## src/rtl/hamming_cw_deserializer.sv

```systemverilog
// Bit-serial to parallel codeword collector with a one-entry valid/ready output buffer.
// Frames start on sof; a long inter-bit gap or a fresh sof mid-frame aborts the partial frame.
module hamming_cw_deserializer #(
  parameter int unsigned CW_WIDTH  = 8,
  parameter int unsigned TIMEOUT   = 255,
  parameter int unsigned CNT_WIDTH = 8
) (
  input  logic                 clk,
  input  logic                 rst,
  input  logic                 bit_in,
  input  logic                 bit_valid,
  input  logic                 sof,
  input  logic                 clr_stats,
  output logic [CW_WIDTH-1:0]  cw_data,
  output logic                 cw_valid,
  input  logic                 cw_ready,
  output logic                 busy,
  output logic                 overrun,
  output logic [CNT_WIDTH-1:0] frame_err_cnt,
  output logic [CNT_WIDTH-1:0] drop_cnt
);

  localparam int unsigned IDX_W = $clog2(CW_WIDTH);
  localparam int unsigned TMR_W = $clog2(TIMEOUT + 1);

  localparam logic [0:0] IDLE  = 1'b0;
  localparam logic [0:0] SHIFT = 1'b1;

  localparam logic [IDX_W-1:0]     LAST_IDX = IDX_W'(CW_WIDTH - 1);
  localparam logic [TMR_W-1:0]     TMR_LAST = TMR_W'(TIMEOUT - 1);
  localparam logic [CNT_WIDTH-1:0] CNT_MAX  = '1;

  logic [0:0]           state_q, state_d;
  logic [CW_WIDTH-1:0]  shift_q, shift_d;
  logic [IDX_W-1:0]     idx_q, idx_d;
  logic [TMR_W-1:0]     timer_q, timer_d;
  logic                 complete, abort;
  logic [CW_WIDTH-1:0]  done_word;

  logic [CW_WIDTH-1:0]  cw_data_q;
  logic                 cw_valid_q;
  logic                 overrun_q;
  logic [CNT_WIDTH-1:0] ferr_q, drop_q;
  logic                 load, drop;

  always_comb begin
    state_d   = state_q;
    shift_d   = shift_q;
    idx_d     = idx_q;
    timer_d   = timer_q;
    complete  = 1'b0;
    abort     = 1'b0;
    done_word = shift_q;
    case (state_q)
      IDLE: begin
        if (bit_valid && sof) begin
          shift_d    = '0;
          shift_d[0] = bit_in;
          idx_d      = IDX_W'(1);
          timer_d    = '0;
          state_d    = SHIFT;
        end
      end
      SHIFT: begin
        if (bit_valid && sof) begin
          // Restart on the new sof bit; the old partial frame counts as an error.
          abort      = 1'b1;
          shift_d    = '0;
          shift_d[0] = bit_in;
          idx_d      = IDX_W'(1);
          timer_d    = '0;
        end else if (bit_valid) begin
          shift_d[idx_q] = bit_in;
          idx_d          = idx_q + IDX_W'(1);
          timer_d        = '0;
          if (idx_q == LAST_IDX) begin
            complete  = 1'b1;
            done_word = shift_d;
            shift_d   = '0;
            idx_d     = '0;
            state_d   = IDLE;
          end
        end else if (timer_q == TMR_LAST) begin
          abort   = 1'b1;
          shift_d = '0;
          idx_d   = '0;
          timer_d = '0;
          state_d = IDLE;
        end else begin
          timer_d = timer_q + TMR_W'(1);
        end
      end
      default: state_d = IDLE;
    endcase
  end

  assign load = complete && (!cw_valid_q || cw_ready);
  assign drop = complete && cw_valid_q && !cw_ready;

  always_ff @(posedge clk or posedge rst) begin
    if (rst) begin
      state_q <= IDLE;
      shift_q <= '0;
      idx_q   <= '0;
      timer_q <= '0;
    end else begin
      state_q <= state_d;
      shift_q <= shift_d;
      idx_q   <= idx_d;
      timer_q <= timer_d;
    end
  end

  always_ff @(posedge clk or posedge rst) begin
    if (rst) begin
      cw_data_q  <= '0;
      cw_valid_q <= 1'b0;
    end else if (load) begin
      cw_data_q  <= done_word;
      cw_valid_q <= 1'b1;
    end else if (cw_valid_q && cw_ready) begin
      cw_valid_q <= 1'b0;
    end
  end

  // Clear takes priority over any same-cycle increment.
  always_ff @(posedge clk or posedge rst) begin
    if (rst) begin
      overrun_q <= 1'b0;
      ferr_q    <= '0;
      drop_q    <= '0;
    end else if (clr_stats) begin
      overrun_q <= 1'b0;
      ferr_q    <= '0;
      drop_q    <= '0;
    end else begin
      if (abort && ferr_q != CNT_MAX) ferr_q <= ferr_q + CNT_WIDTH'(1);
      if (drop) begin
        overrun_q <= 1'b1;
        if (drop_q != CNT_MAX) drop_q <= drop_q + CNT_WIDTH'(1);
      end
    end
  end

  assign cw_data       = cw_data_q;
  assign cw_valid      = cw_valid_q;
  assign busy          = (state_q == SHIFT);
  assign overrun       = overrun_q;
  assign frame_err_cnt = ferr_q;
  assign drop_cnt      = drop_q;

endmodule

```

## config.mk

```make
export PLATFORM = sky130hd
export DESIGN_NAME = hamming_cw_deserializer
export DESIGN_NICKNAME = d
export VERILOG_FILES = /design/src/rtl/hamming_cw_deserializer.sv
export SDC_FILE = /design/constraint.sdc
export NUM_CORES = 1
export LEC_CHECK = 0
export CAP_MARGIN = 5
export CORE_MARGIN = 5
export CORE_UTILIZATION = 50
export DETAILED_ROUTE_END_ITERATION = 6
export PLACE_DENSITY_LB_ADDON = 0.25
export SLEW_MARGIN = 20
export SYNTH_ARGS = -nofsm -noshare
export SYNTH_HDL_FRONTEND = slang
export SYNTH_SLANG_ARGS = --single-unit
```

## constraint.sdc

```tcl
create_clock -name clk -period 5.7 [get_ports clk]
set_clock_uncertainty 0.05 [all_clocks]
set_input_delay 0.57 -clock clk [delete_from_list [all_inputs] [get_ports clk]]
set_output_delay 0.57 -clock clk [all_outputs]
set_load 0.01 [all_outputs]
```

==> results by group, run 1 <==
Run status
  – Status: complete, no violations

STA
  – RSZ-0062 raised after global routing: no
  – Slew headroom: 0.356
  – Accumulated negative setup slack: 0 ns
  – Final Hold Fails: 0
  – Slew Viols, Final: 0
  – Worst-margin pin slew: 0.960 ns
  – Period utilisation layout: 0.412
  – WHS: 0.428 ns
  – Max Freq: around 430 MHz
  – Final Setup Violations: 0
  – Fin crit period: 2.35 ns

Worst hold path
  – Min-Delay Path Depth: 2
  – Worst hold endpoint: cw_data[4]
  – Type of the worst min-delay path: flip-flop to flip-flop
  – Hold path start: cw_data[4]

GRT
  – All-layer global routing usage: 0.155
  – First-pass GRT wire length: ~7.6 mm
  – Global route total overflow: 0
  – Largest net degree at the start of global routing: 47
  – Vias in the first global route: 1683
  – Initial antenna violation count: 0

Logic synthesis
  – Simple-gate share of the synthesized area: 0.209
  – Xor/xnor share of the synthesized area: 0.0148
  – Synth Area in Adders: 0.0316
  – Most common cell in the synthesized netlist: dfrtp_1
  – Multiplexer share of the synthesized area: 0.0611
  – Avg Inst Size Synth: 9.85 sq um
  – Post-synth EDFFs: 0
  – Asr flop ratio synth: 1.00
  – Synth cell types: 47
  – Cell taking the most area after synthesis: dfrtp_1
  – Ys flop type: dfrtp_1
  – Register area share after synthesis: 0.485
  – Synth top area share: 0.485
  – Most frequent cells after synthesis: dfrtp_1, nand2_1, o21ai_0
  – Synthesized flop and latch total: 46
  – Gate Count Post-Synth: 241
  – Compound-cell area share of the yosys netlist: 0.164
  – Syn Std Cell Area: 0.00237 sq mm
  – Post-synthesis net count: 254
  – Dominant cells by area after synthesis: dfrtp_1, nand2_1, mux2i_1
  – Synthesis Warnings: 0
  – Largest family of logic cells by synthesized area: simple AND/OR/NAND/NOR gates

Pwr
  – Peak VDD IR: between 0.1 and 0.15 mV
  – Lkg Pwr: 1.19 nW
  – PwrDens: between 200 and 250 mW/mm^2

Floorplan
  – Die Ht: 78.9 microns
  – Die X-Extent: a little under 80 microns
  – Die area: 0.00623 sq mm
  – Row count: 25
  – Core box area: roughly 0.0047 sq mm
  – I/O pin total: 34
  – Initial Util: 0.509

Clocking
  – H-tree Lvls: 2
  – Clock Path Buffers: 2
  – Post-CTS setup buffers: 0
  – CTS Root Cell: clkbuf_8
  – CTS tree: built
  – CTS Sinks: 46
  – CTS clk-pin slew, worst paths: 0.08 ns
  – Post_cts resized: 0
  – Clk Latency, worst-skew pair: 0.30 ns
  – Hold-fix buffers, CTS: 0
  – Clock buffer count from CTS: 5

Setup path
  – Reg2reg setup slack: between 3 and 4 ns
  – Crit path max fanout: 11
  – Worst r2r dst: drop_cnt[3]
  – CP Class: flip-flop to flip-flop
  – CP required: 5.86 ns
  – CP endpoint kind: flip-flop
  – CP Data Arrival Time: 2.51 ns
  – R2r startpoint: idx_q[0]
  – Worst reg-to-reg path cell count: 6
  – CP Launch Type: flip-flop

Cells and area
  – Share of cells above drive strength 1: 0.0743
  – Area grow syn2layout: 17.9%
  – Nets@finish: 282
  – Diodes inserted: 0
  – Fill cells: 413

Place
  – # port buffers: 33
  – GP Congestion: 0.804
  – Detailed placement HPWL: just over 3 mm

Detailed routing
  – DR vias/cell: around 5.7
  – DRT Wirelength: 4.47 mm
  – Iter 0 DRT Violations: 101
  – DR WL/cell: 13.8 microns
  – Post-route ant nets: 0
  – First-pass iteration count of the detailed router: 4
  – Residual DRC: 0
  – Vias: 1848

Job
  – Maxcap violations: 0
layout make-up:
cell class              count  area [sq um]  area share
clock buffers               5          68.8      0.0246
clock inverters             2          10.0     0.00358
inverters                   6          22.5     0.00805
multi-input cells         176          1140       0.407
flip-flops and latches     46          1150       0.411
well taps                  54          67.6      0.0242
repair buffers             34           338       0.121
critical path, stage by stage (launching register included):
cell	delay, ns
dfrtp_1	0.55
ha_1	0.21
ha_1	0.25
and4b_1	0.37
o2111ai_1	0.29
or3_1	0.39
a21oi_1	0.16
placed cells by master, fill, tap and decap left out, drive strengths merged, types with 3 or more instances in the layout:
master / count
or3: 4
or2: 3
nand2b: 4
o2bb2ai: 7
a21oi: 11
inv: 5
nand2: 27
nand3: 8
a31oi: 5
nand4: 6
dfrtp: 46
clkinv: 3
clkdlybuf4s50: 33
ha: 6
or4: 4
nor2: 15
nor2b: 6
clkbuf: 5
o31ai: 4
mux2: 4
nor3: 3
mux2i: 10
o21ai: 18
flip-flops by register name, indices dropped and copies added (netlist names):
register       count
timer_q            8
overrun            1
idx_q              3
cw_data            8
drop_cnt           8
cw_valid           1
frame_err_cnt      8
busy               1
shift_q            8
layer usage:
metal	wire (microns)	global-route usage	vias up
li1	-	-	934
met1	2100	0.206	861
met2	2060	0.239	48
met3	243	0.0385	5
met4	65	0.0722	0
met5	0	0	-
through the flow:
step / power [mW] / cells / util / setup WS (ns) / instance area (sq um)
6_report: 0.649 / 323 / 0.600 / 3.35 / 2800
5_1_grt: 0.687 / 323 / 0.600 / 3.15 / 2800
4_1_cts: 0.658 / 323 / 0.600 / 3.36 / 2800
3_5_place_dp: 0.469 / 316 / 0.583 / 3.05 / 2720
3_3_place_gp: 0.467 / 316 / 0.583 / 2.92 / 2720
2_1_floorplan: 0.442 / 241 / - / 3.82 / 2370
worst max-delay path by stage:
stage | start | endpoint | slack (ns)
2_1_floorplan | timer_q[0] | timer_q[4] | 3.82
3_3_place_gp | bit_valid | idx_q[0] | 2.92
3_5_place_dp | bit_valid | drop_cnt[3] | 3.05
4_1_cts | idx_q[0] | drop_cnt[3] | 3.36
5_1_grt | idx_q[0] | drop_cnt[3] | 3.15
6_report | idx_q[0] | drop_cnt[3] | 3.35
where the power goes:
part	switching [mW]	total, mW	internal (mW)	leakage [nW]
Clock	0.104	0.187	0.0824	0.0438
Sequential	0.0288	0.373	0.344	0.631
Combinational	0.0464	0.0892	0.0428	0.518
Total	0.179	0.649	0.470	1.19
cells by family after synthesis:
family / after synthesis
compound gates: 58
xor+xnor: 4
fa+ha+maj: 6
buf+inv: 19
flops: 46
mux: 14
simple gates: 94
(Power assumes the default switching activity.)
==> inputs of run 2 (changes only) <==
==> constraint.sdc (replaced) <==
create_clock -name clk -period 2.3 [get_ports clk]
set_clock_uncertainty 0.05 [all_clocks]
set_input_delay 0.23 -clock clk [delete_from_list [all_inputs] [get_ports clk]]
set_output_delay 0.23 -clock clk [all_outputs]
set_load 0.01 [all_outputs]
==> results by group, run 2 (synthesized netlist as in run 1, its figures left out) <==
Pwr
  – P_sw: 449 uW
  – Net Sw Frac: 0.274
  – Peak VDD IR: roughly 0.33 mV
  – PwrDens: 569 mW/mm^2
  – Total power: around 1.6 mW
  – Flop pwr share: 0.545
  – Lkg Pwr: 1.25 nW
  – Comb pwr share: 0.172
  – Pint: 1.19 mW
  – Clock share of power: 0.283

Setup path
  – CP endpoint kind: flip-flop
  – CP required: 2.43 ns
  – CP Class: flip-flop to flip-flop
  – CP Data Arrival Time: about 2.1 ns
  – CP Launch Type: flip-flop
  – Worst reg-to-reg path cell count: 6
  – Crit path max fanout: 11

Clocking
  – Clock Path Buffers: 2
  – CTS tree: built
  – H-tree Lvls: 2
  – Hold-fix buffers, CTS: 0
  – Post_cts resized: 0
  – CTS Sinks: 46
  – Clk Latency, worst-skew pair: slightly below 0.3 ns
  – Post-CTS setup buffers: 0
  – CTS clk-pin slew, worst paths: approximately 0.080 ns
  – Clock buffer count from CTS: 5
  – CTS Root Cell: clkbuf_8

Cells and area
  – Diodes inserted: 0
  – Commonest non-fill, non-tap cell in the layout: dfrtp_1
  – Share of cells above drive strength 1: 0.111
  – Finished Cell Area: about 0.0029 sq mm
  – Nets@finish: a little under 300
  – Fill cells: 411
  – Area taken by multi-input logic gates: 0.00114 sq mm
  – Most frequent cells in the layout: dfrtp_1, clkdlybuf4s50_1, nand2_1, o21ai_0, nor2_1
  – Register area: 0.00115 sq mm
  – Area grow syn2layout: 21.3%

GRT
  – Largest net degree at the start of global routing: 21
  – Vias in the first global route: 1894
  – All-layer global routing usage: 0.171
  – First-pass GRT wire length: between 8 and 9 mm
  – Global route total overflow: 0
  – Initial antenna violation count: 0

STA
  – Slew headroom: 0.532
  – Max Freq: 510 MHz
  – Worst-margin pin slew: 0.698 ns
  – WHS: 0.205 ns
  – Worst setup margin: between 0.3 and 0.4 ns
  – Fin crit period: 1.96 ns
  – Final Setup Violations: 0
  – Final Hold Fails: 0
  – Accumulated negative setup slack: 0 ns
  – RSZ-0062 raised after global routing: no
  – Period utilisation layout: 0.853
  – Slew Viols, Final: 0

Detailed routing
  – DRT Wirelength: 4.75 mm
  – First-pass iteration count of the detailed router: 4
  – Iter 0 DRT Violations: 93
  – Vias: 1927
  – Residual DRC: 0
  – DR vias/cell: 5.77
  – DR WL/cell: 14.2 microns
  – Post-route ant nets: 0

Floorplan
  – Die X-Extent: 78.9 microns
  – Core box area: 0.00466 sq mm
  – Die Ht: 78.9 microns
  – Row count: 25
  – Initial Util: 0.509
  – I/O pin total: 34
  – Die area: 0.00623 sq mm

Place
  – DP Worst Slack: about 0.26 ns
  – Detailed placement HPWL: about 3.4 mm
  – GP Congestion: 0.773
  – Dpl cell area: around 0.0028 sq mm
  – # port buffers: 33

Run status
  – Status: complete, no violations

Job
  – Maxcap violations: 0

Worst hold path
  – Type of the worst min-delay path: primary input to asynchronous set/reset pin
## run 2: cell types whose count changed in the layout (fill, tap and decap cells not counted), sizes merged
cell	previous run	this run
buf	1	12
## run 2: cell type report
class	count	share of cell area
Sequential cell	46	0.400
Clock inverter	2	0.00348
Inverter	6	0.00782
Timing Repair Buffer	45	0.146
Tap cell	54	0.0235
Multi-Input combinational cell	176	0.396
Clock buffer	5	0.0239
## run 2: worst max-delay path, cell delays in order, from the launching register on
cell,delay [ns]
dfrtp_1,0.45
inv_1,0.08
ha_1,0.13
and2_1,0.17
a32oi_2,0.23
nor3_1,0.37
mux2_2,0.37
## run 2: stage by stage
| stage | util | instances |
|---|---|---|
| 2_1_floorplan | - | 241 |
| 5_1_grt | 0.618 | 334 |
| 4_1_cts | 0.618 | 334 |
| 6_report | 0.618 | 334 |
| 3_3_place_gp | 0.601 | 327 |
| 3_5_place_dp | 0.601 | 327 |
## run 2: worst paths after layout
| path | slack [ns] | endpoint | startpoint |
|---|---|---|---|
| max | 0.34 | frame_err_cnt[0] | timer_q[0] |
| min | 0.21 | frame_err_cnt[7] | rst |
| max reg2reg | 0.34 | frame_err_cnt[0] | timer_q[0] |
| min reg2reg | 0.43 | shift_q[0] | shift_q[0] |
| max in group asynchronous | 1.40 | idx_q[0] | rst |
| min in group clk | 0.43 | shift_q[0] | shift_q[0] |
## run 2: per-layer routing
| metal | part of all wire | global-route usage |
|---|---|---|
| met3 | 0.041 | 0.0397 |
| met1 | 0.49 | 0.222 |
| met4 | 0.013 | 0.0533 |
| met5 | 0 | 0 |
| met2 | 0.46 | 0.284 |
## run 2: power groups by stage
stage	combinational, mW	sequential [mW]	clock, mW
2_1_floorplan	0.189	0.905	0
3_3_place_gp	0.282	0.907	0
3_5_place_dp	0.286	0.909	0
4_1_cts	0.287	0.893	0.482
5_1_grt	0.317	0.902	0.522
6_report	0.281	0.893	0.463
==> inputs of run 3 (changes only) <==
==> constraint.sdc (replaced) <==
create_clock -name clk -period 2.35 [get_ports clk]
set_clock_uncertainty 0.05 [all_clocks]
set_input_delay 0.235 -clock clk [delete_from_list [all_inputs] [get_ports clk]]
set_output_delay 0.235 -clock clk [all_outputs]
set_load 0.01 [all_outputs]
==> results by group, run 3 (synthesized netlist as in run 1, its figures left out) <==
Cells and area
  – Share of cells above drive strength 1: 0.108
  – Fill cells: 407
  – Nets@finish: approximately 290
  – Most frequent cells in the layout: dfrtp_1, clkdlybuf4s50_1, nand2_1, o21ai_0, nor2_1
  – Area grow syn2layout: 22.0%
  – Non-filler cells, final: about 330
  – Diodes inserted: 0
  – Register area: 0.00115 sq mm
  – Area taken by multi-input logic gates: 0.00114 sq mm
  – Commonest non-fill, non-tap cell in the layout: dfrtp_1

Floorplan
  – Initial Util: 0.509
  – Die area: a little over 0.006 sq mm
  – Die Ht: 78.9 microns
  – Die X-Extent: 78.9 microns
  – Core box area: about 0.0047 sq mm
  – Row count: 25
  – I/O pin total: 34

Clocking
  – Clock Path Buffers: 2
  – CTS clk-pin slew, worst paths: 0.09 ns
  – Clk Latency, worst-skew pair: 0.29 ns
  – Clock buffer count from CTS: 5
  – CTS Root Cell: clkbuf_8
  – Post_cts resized: 0
  – CTS Sinks: 46
  – Hold-fix buffers, CTS: 0
  – Post-CTS setup buffers: 0
  – CTS tree: built
  – H-tree Lvls: 2

Detailed routing
  – Vias: between 1500 and 2000
  – Post-route ant nets: 0
  – DR vias/cell: 5.72
  – DRT Wirelength: ~4.8 mm
  – DR WL/cell: 14.4 microns
  – Residual DRC: 0
  – Iter 0 DRT Violations: 119
  – First-pass iteration count of the detailed router: 4

Setup path
  – Crit path cell chain: ha_1 > ha_1 > and4b_1 > o2111ai_1 > or3_1 > a21oi_1
  – CP endpoint kind: flip-flop
  – Delay-heaviest family, CP: simple AND/OR/NAND/NOR gates
  – Worst path bufs/invs: 0
  – CP Data Arrival Time: 2.21 ns
  – Most used cell, CP: ha_1
  – CP Launch Type: flip-flop
  – Crit path max fanout: 7
  – Slowest cell on crit path: and4b_1
  – CP required: 2.52 ns
  – CP Class: flip-flop to flip-flop
  – Slowest cell delay on critical path: 0.38 ns

STA
  – Period utilisation layout: 0.868
  – Max Freq: 490 MHz
  – Worst setup margin: 0.310 ns
  – Final Hold Fails: 0
  – Worst-margin pin slew: 0.550 ns
  – Fin crit period: between 2 and 2.5 ns
  – RSZ-0062 raised after global routing: no
  – Slew headroom: 0.631
  – WHS: 0.171 ns
  – Slew Viols, Final: 0
  – Accumulated negative setup slack: 0 ns
  – Final Setup Violations: 0

Place
  – Placed insts: 325
  – DP Worst Slack: 0.298 ns
  – GP Congestion: 0.756
  – Detailed placement HPWL: 3.45 mm
  – # port buffers: 33

Pwr
  – Total power: between 1.5 and 2 mW
  – Lkg Pwr: 1.25 nW
  – PwrDens: 596 mW/mm^2
  – Peak VDD IR: approximately 0.43 mV

GRT
  – First-pass GRT wire length: roughly 8.5 mm
  – Largest net degree at the start of global routing: 20
  – Initial antenna violation count: 0
  – Vias in the first global route: between 1500 and 2000
  – All-layer global routing usage: 0.167
  – Global route total overflow: 0

Job
  – Maxcap violations: 0

Worst hold path
  – Type of the worst min-delay path: primary input to asynchronous set/reset pin

Run status
  – Status: complete, no violations
run 3: cell types whose count changed in the layout (fill, tap and decap cells not counted), sizes merged:
cell,previous run,this run
buf,12,10
bufinv,0,1
run 3: area by class of cell:
class                   instances  area share
clock buffers                   5      0.0238
clock inverters                 3      0.0138
inverters                       6     0.00778
multi-input cells             176       0.394
flip-flops and latches         46       0.398
well taps                      54      0.0233
repair buffers                 43       0.140
run 3: worst reg2reg max path: cells and delay by family, from the launching register on:
kind / cells / cell delay, ns
flops: 1 / 0.36
simple gates: 2 / 0.75
compound gates: 2 / 0.40
fa+ha+maj: 2 / 0.41
run 3: worst paths after layout:
kind / startpoint / end / slack [ns] / cells past startpoint
hold / removal: rst / frame_err_cnt[7] / 0.17 / 2
hold reg to reg: cw_data[4] / cw_data[4] / 0.43 / 2
setup reg to reg: idx_q[1] / drop_cnt[7] / 0.31 / 6
max in group asynchronous: rst / shift_q[6] / 1.49 / 3
min in group clk: cw_data[4] / cw_data[4] / 0.43 / 2
setup / recovery: idx_q[1] / drop_cnt[7] / 0.31 / 6
run 3: stage by stage:
step           cell area, sq um   util
5_1_grt                    2900  0.621
3_5_place_dp               2790  0.598
6_report                   2900  0.621
3_3_place_gp               2790  0.598
2_1_floorplan              2370      -
4_1_cts                    2900  0.621
run 3: per-layer routing:
metal	up-vias	global-route usage	routed length [microns]
li1	952	-	-
met1	915	0.223	2240
met3	2	0.0329	178
met5	-	0	0
met2	35	0.277	2340
met4	0	0.0464	27
run 3: power by group:
part           internal (mW)  switching [mW]  total, mW  leakage (nW)
sequential             0.836          0.0467      0.882         0.631
clock                  0.313           0.258      0.572        0.0579
combinational          0.126           0.145      0.271         0.562
